File: src/rtl/uart_rx_loader.sv
// uart_rx_loader: deserialises 8N1 frames from rxd into a registered wdata/wr load pair for the downstream counter
module uart_rx_loader #(
  parameter int BIT_CLKS = 8
) (
  input  logic       clk,
  input  logic       reset,
  input  logic       rxd,
  output logic [7:0] wdata,
  output logic       wr,
  output logic       frame_err,
  output logic       busy
);
  localparam int W = $clog2(BIT_CLKS);
  localparam logic [W-1:0] HALF_END = W'(BIT_CLKS / 2 - 1);
  localparam logic [W-1:0] BIT_END = W'(BIT_CLKS - 1);
  typedef enum logic [2:0] {IDLE, START, DATA, STOP, BRK} state_t;
  state_t state, state_n;
  logic s1, rx_s, bit_end, shift, good, bad;
  logic [W-1:0] cnt;
  logic [2:0] bitn;
  logic [7:0] shreg;
  assign bit_end = cnt == BIT_END;
  assign busy = state != IDLE;
  always_comb begin
    state_n = state;
    shift = 1'b0;
    good = 1'b0;
    bad = 1'b0;
    unique case (state)
      IDLE:  state_n = rx_s ? IDLE : START;
      START: state_n = cnt == HALF_END ? (rx_s ? IDLE : DATA) : START;
      DATA: begin
        shift = bit_end;
        state_n = bit_end && bitn == 3'd7 ? STOP : DATA;
      end
      STOP: begin
        good = bit_end && rx_s;
        bad = bit_end && !rx_s;
        state_n = good ? IDLE : bad ? BRK : STOP;
      end
      BRK:   state_n = rx_s ? IDLE : BRK;
      default: state_n = IDLE;
    endcase
  end
  always_ff @(posedge clk) begin
    if (reset) begin
      s1 <= 1'b1;
      rx_s <= 1'b1;
      state <= IDLE;
      cnt <= '0;
      bitn <= '0;
      shreg <= '0;
      wdata <= '0;
      wr <= 1'b0;
      frame_err <= 1'b0;
    end else begin
      s1 <= rxd;
      rx_s <= s1;
      state <= state_n;
      cnt <= (state_n != state || bit_end) ? '0 : cnt + 1'b1;
      if (state == START) bitn <= '0;
      if (shift) begin
        shreg <= {rx_s, shreg[7:1]};
        bitn <= bitn + 1'b1;
      end
      wr <= good;
      frame_err <= bad;
      if (good) wdata <= shreg;
    end
  end
endmodule

File: config.mk
export PLATFORM = sky130hd
export DESIGN_NAME = uart_rx_loader
export DESIGN_NICKNAME = d
export VERILOG_FILES = /design/src/rtl/uart_rx_loader.sv
export SDC_FILE = /design/constraint.sdc
export NUM_CORES = 1
export LEC_CHECK = 0
export CAP_MARGIN = 10
export CORE_UTILIZATION = 48
export DETAILED_ROUTE_END_ITERATION = 10
export GPL_TIMING_DRIVEN = 0
export PLACE_DENSITY = 0.76
export SYNTH_ARGS = -nofsm -noshare
export SYNTH_HDL_FRONTEND = slang
export SYNTH_SLANG_ARGS = --single-unit
File: constraint.sdc
create_clock -name clk -period 1.64 [get_ports clk]
set_clock_uncertainty 0.15 [all_clocks]
set_input_delay 0.246 -clock clk [delete_from_list [all_inputs] [get_ports clk]]
set_output_delay 0.246 -clock clk [all_outputs]
set_load 0.01 [all_outputs]
## Word-level counts from Yosys, hierarchy flattened

Cells that the tools add are included.

| storage, ports and cells | value |
|---|---|
| register bits | 29 |
| input port bits | 3 |
| output and inout bits | 11 |

| operators by class | value |
|---|---|
| add/sub/neg operators | 2 |
| eq/ne operators | 8 |
| muxes and demuxes | 12 |
| bitwise gates (word level) | 1 |
| reductions and logical operators | 10 |

Operators with widths:

| cell | count |
|---|---|
| $mux W3 | 5 |
| $pmux W3 S5 | 1 |
| $eq A3 B2 Y1 const B | 3 |
| $eq A3 B3 Y1 const B | 3 |
| $add A3 B1 Y3 const B | 2 |
| $mux W1 | 4 |
| $mux W2 | 2 |
| $reduce_or A2 Y1 | 2 |
| $eq A3 B1 Y1 const B | 1 |
| $logic_and A1 B1 Y1 | 3 |
| $logic_not A3 Y1 | 1 |
| $ne A3 B3 Y1 | 1 |
| $reduce_bool A3 Y1 | 1 |
| $reduce_bool A2 Y1 | 1 |
| $logic_not A1 Y1 | 1 |
| $logic_or A1 B1 Y1 | 1 |
| $not A1 Y1 | 1 |

## Logic depth before layout (Yosys ltp)

| logic depth | value |
|---|---|
| depth after elaboration | 8 |
| depth in mapped cells | 7 |

## Worst setup path before layout

OpenSTA, ideal clock, no wires.

| path | value |
|---|---|
| path kind | register to register |
| from | register cnt[0] |
| to | register shreg[7] |
| data arrival time | 1383 ps |
| required time | 1362 ps |
| setup slack | -21 ps |
| stages on the path, launching flop included | 8 |
| buffers on the path | 2 |
| clock period less this slack | 1661 ps |
| cell sequence | dfxtp_1 > ha_1 > ha_1 > buf_2 > and4bb_2 > buf_4 > mux2i_1 > nor2_1 |

| between the ends | value |
|---|---|
| word-level cells in the longest chain between the ends | 2 |

Ends and longest elaborated chain:

| item | RTL line | RTL |
|---|---|---|
| from (decl) | 19 | `logic [W-1:0] cnt;` |
| from (signal assigned) | 60 | `cnt <= (state_n != state \|\| bit_end) ? '0 : cnt + 1'b1;` |
| $eq A3 B3 Y1 | 22 | `assign bit_end = cnt == BIT_END;` |
| $mux W1 | 29 | `unique case (state)` |
| to (signal assigned) | 63 | `shreg <= {rx_s, shreg[7:1]};` |
| to (decl) | 21 | `logic [7:0] shreg;` |

Every way passes these cells.
A chain may end at the register's enable or synchronous reset.

## Final worst setup path

| path | value |
|---|---|
| from | register cnt[0] |
| to | register shreg[3] |

Same word-level chain as after synthesis.

==> qor.yml <==
grt:
  grt_usage_pct: 22.7
  grt_max_degree: 12
  grt_antenna_before_repair: 0
  gr-total-overflow: 0
  grt_pass1_wl_mm: 4.46
  grt_pass1_vias: 976
timing:
  min_period_ns: 1.62
  finalHoldViolCount: 0
  slew_viol_final: 0
  finalCritPeriodShare_pct: 98.7
  setup_viol: 0
  tns_ns: 0
  tightest_slew_ns: 0.522
  slew_headroom_pct: 65.2
  rsz0062_at_grt: "yes"
  fmax_mhz: 618
setup_path:
  worstPathRequired_ns: 1.69
  crit_fanout: 8
  endpoint_kind: "flip-flop"
  critical_path_class: "flip-flop to flip-flop"
  startpoint_type: "flip-flop"
  reg2reg_setup_slack_ns: 0.02
  critPathArrivalTime_ns: 1.67
floorplan:
  core_area_um2: 2480
  initial_utilization_pct: 50.4
  rows: 18
  die_h_um: 53.0
  dieArea_um2: 2810
  die_w_um: 53.0
  ios: 14
route:
  finalWirelength_mm: 2.68
  route.detailed.drc: 0
  viasPerCell: 5.64
  wl_per_cell_um: 14.6
  vias: 1033
  drtIter0Drc: 28
  ant_nets: 0
  firstDrtPassIters: 4
clock_network:
  cts_root_buf: "clkbuf_4"
  numCtsBuffers: 5
  cts-htree-levels: 2
  clkTransAtPathRegs_ns: 0.08
  cts_buffer_depth: 2
  clock_latency_ns: 0.33
  cts.sinks: 29
  cts_tree: "built"
finish:
  multiInputGateArea_um2: 672
  nets: 160
  drive_gt1_share_pct: 25.5
  final_area_um2: 1620
  diodes: 0
  syn2layout_area_growth_pct: 30.1
  ff_latch_area_um2: 594
  fill_cells: 197
synthesis:
  synth_cells: 130
  syn_area_um2: 1250
  ys_ff_latch: 29
  synthXorXnorAreaFrac_pct: 0
  synth_top_family_by_area: "simple AND/OR/NAND/NOR gates"
  syn_avg_cell_area_um2: 9.60
  synthArstFlopShare_pct: 0
  yosysWarnings: 0
  synth_top_area_cell: "dfxtp_1"
  synth-simple-area-share_pct: 20.7
  synth_flop_cell: "dfxtp_1"
  synth_compound_area_share_pct: 13.9
  ys_seq_area_share_pct: 46.5
  synth_top_area_share_pct: 46.5
  synth_mux_area_share_pct: 8.02
  syn-num-nets: 138
  synth.distinct_cells: 34
  synthTopCellsByArea: "dfxtp_1 47%, mux2i_1 8.0%, ha_1 5.0%"
  synthAdderAreaFrac_pct: 5.02
  synth_edf_count: 0
place:
  dp_hpwl_mm: 1.65
  routabilityCongestion: 0.770
  io_buffers: 12
  place_area_um2: 1410
power:
  power_density_nw_per_um2: 869
  irDropWorstVdd_v: 0.000821
  power_leakage_nw: 0.674
run:
  maxCapViolations: 0
worst_hold_path:
  holdCritPathClass: "input pin to flip-flop"
status:
  status: "finished clean"
## Yosys cell counts (2+ instances only)
cell / instances
o21ai_0: 10
and4bb_2: 2
o32ai_1: 2
dfxtp_1: 29
nor3_1: 4
inv_1: 5
mux2i_1: 10
nand3_1: 9
nor2b_1: 3
or2_2: 2
nor4b_1: 2
clkbuf_1: 4
nor2_1: 10
ha_1: 5
buf_2: 4
a21oi_1: 11
## through the flow
step / worst slack (ns) / utilization [%] / power, mW / cells / hold WS [ns]
floorplan: 0.00350 / - / 0.776 / 130 / 0.200
global placement: -0.122 / 56.9 / 0.791 / 172 / 0.247
detailed placement: -0.173 / 56.9 / 0.794 / 172 / 0.260
CTS: -0.0175 / 64.3 / 1.40 / 185 / 0.251
global route: -0.0679 / 65.5 / 1.46 / 183 / 0.297
finish: 0.0207 / 65.5 / 1.41 / 183 / 0.256
## cell usage in the layout, fill, tap and decap left out, types with 3 or more instances in the layout
cell type / n
dfxtp_1: 24
nor2_1: 10
nand3_1: 9
a21oi_1: 9
mux2i_1: 9
o21ai_0: 7
clkdlybuf4s50_1: 7
buf_4: 7
clkbuf_4: 6
inv_1: 5
clkbuf_1: 5
nor3_1: 4
dlymetal6s2s_1: 4
o21ai_1: 3
nor2b_1: 3
ha_1: 3
dfxtp_4: 3
## layer usage
| metal | routed length (um) | track usage [%] | up-vias |
|---|---|---|---|
| met2 | 1300 | 35.0 | 23 |
| met4 | 63 | 13.2 | 0 |
| met3 | 86 | 6.03 | 7 |
| li1 | - | - | 513 |
| met1 | 1230 | 28.1 | 490 |
| met5 | 0 | 0 | - |
## sequential cells by signal, indices dropped and copies added, names as in the netlist
name	flops
shreg	8
wdata	8
wr	1
s1	1
bitn	3
cnt	3
rx_s	1
frame_err	1
state	3
## critical path, stage by stage, from the launching register on
cell	delay, ns
dfxtp_4	0.37
ha_4	0.14
ha_4	0.17
and4bb_2	0.27
buf_8	0.15
mux2i_1	0.19
nor2_1	0.06
## cell type report
cell class	instances	area share, %
Timing Repair Buffer	19	10.9
Tap cell	30	2.31
Multi-Input combinational cell	86	41.4
Clock buffer	7	3.39
Clock inverter	1	1.85
Buffer	6	2.31
Inverter	5	1.16
Sequential cell	29	36.6
## worst paths after layout
path	to	startpoint	cells past startpoint
setup / recovery	shreg[3]	cnt[0]	6
hold / removal	state[0]	reset	2
setup reg to reg	shreg[3]	cnt[0]	6
hold reg to reg	rx_s	s1	1
## power by group
part	total, mW	switching (mW)	internal (mW)
sequential	0.722	0.00920	0.712
combinational	0.0821	0.0447	0.0374
clock	0.606	0.242	0.364
## kinds of logic (layout without fill, tap and decap cells)
family	after synthesis	in the layout
compound gates	29	29
fa+ha+maj	5	5
buf+inv	15	38
flops	29	29
mux	10	10
simple gates	42	42
## what timing repair did
| item | CTS | global route |
|---|---|---|
| pin swaps | 2 | 5 |
| hold buffers | 0 | 0 |
| setup endpoints to repair | 24 | 27 |
| buffers inserted | 6 | 1 |
| resized for setup | 25 | 16 |
Power figures use the tool's default switching activity.
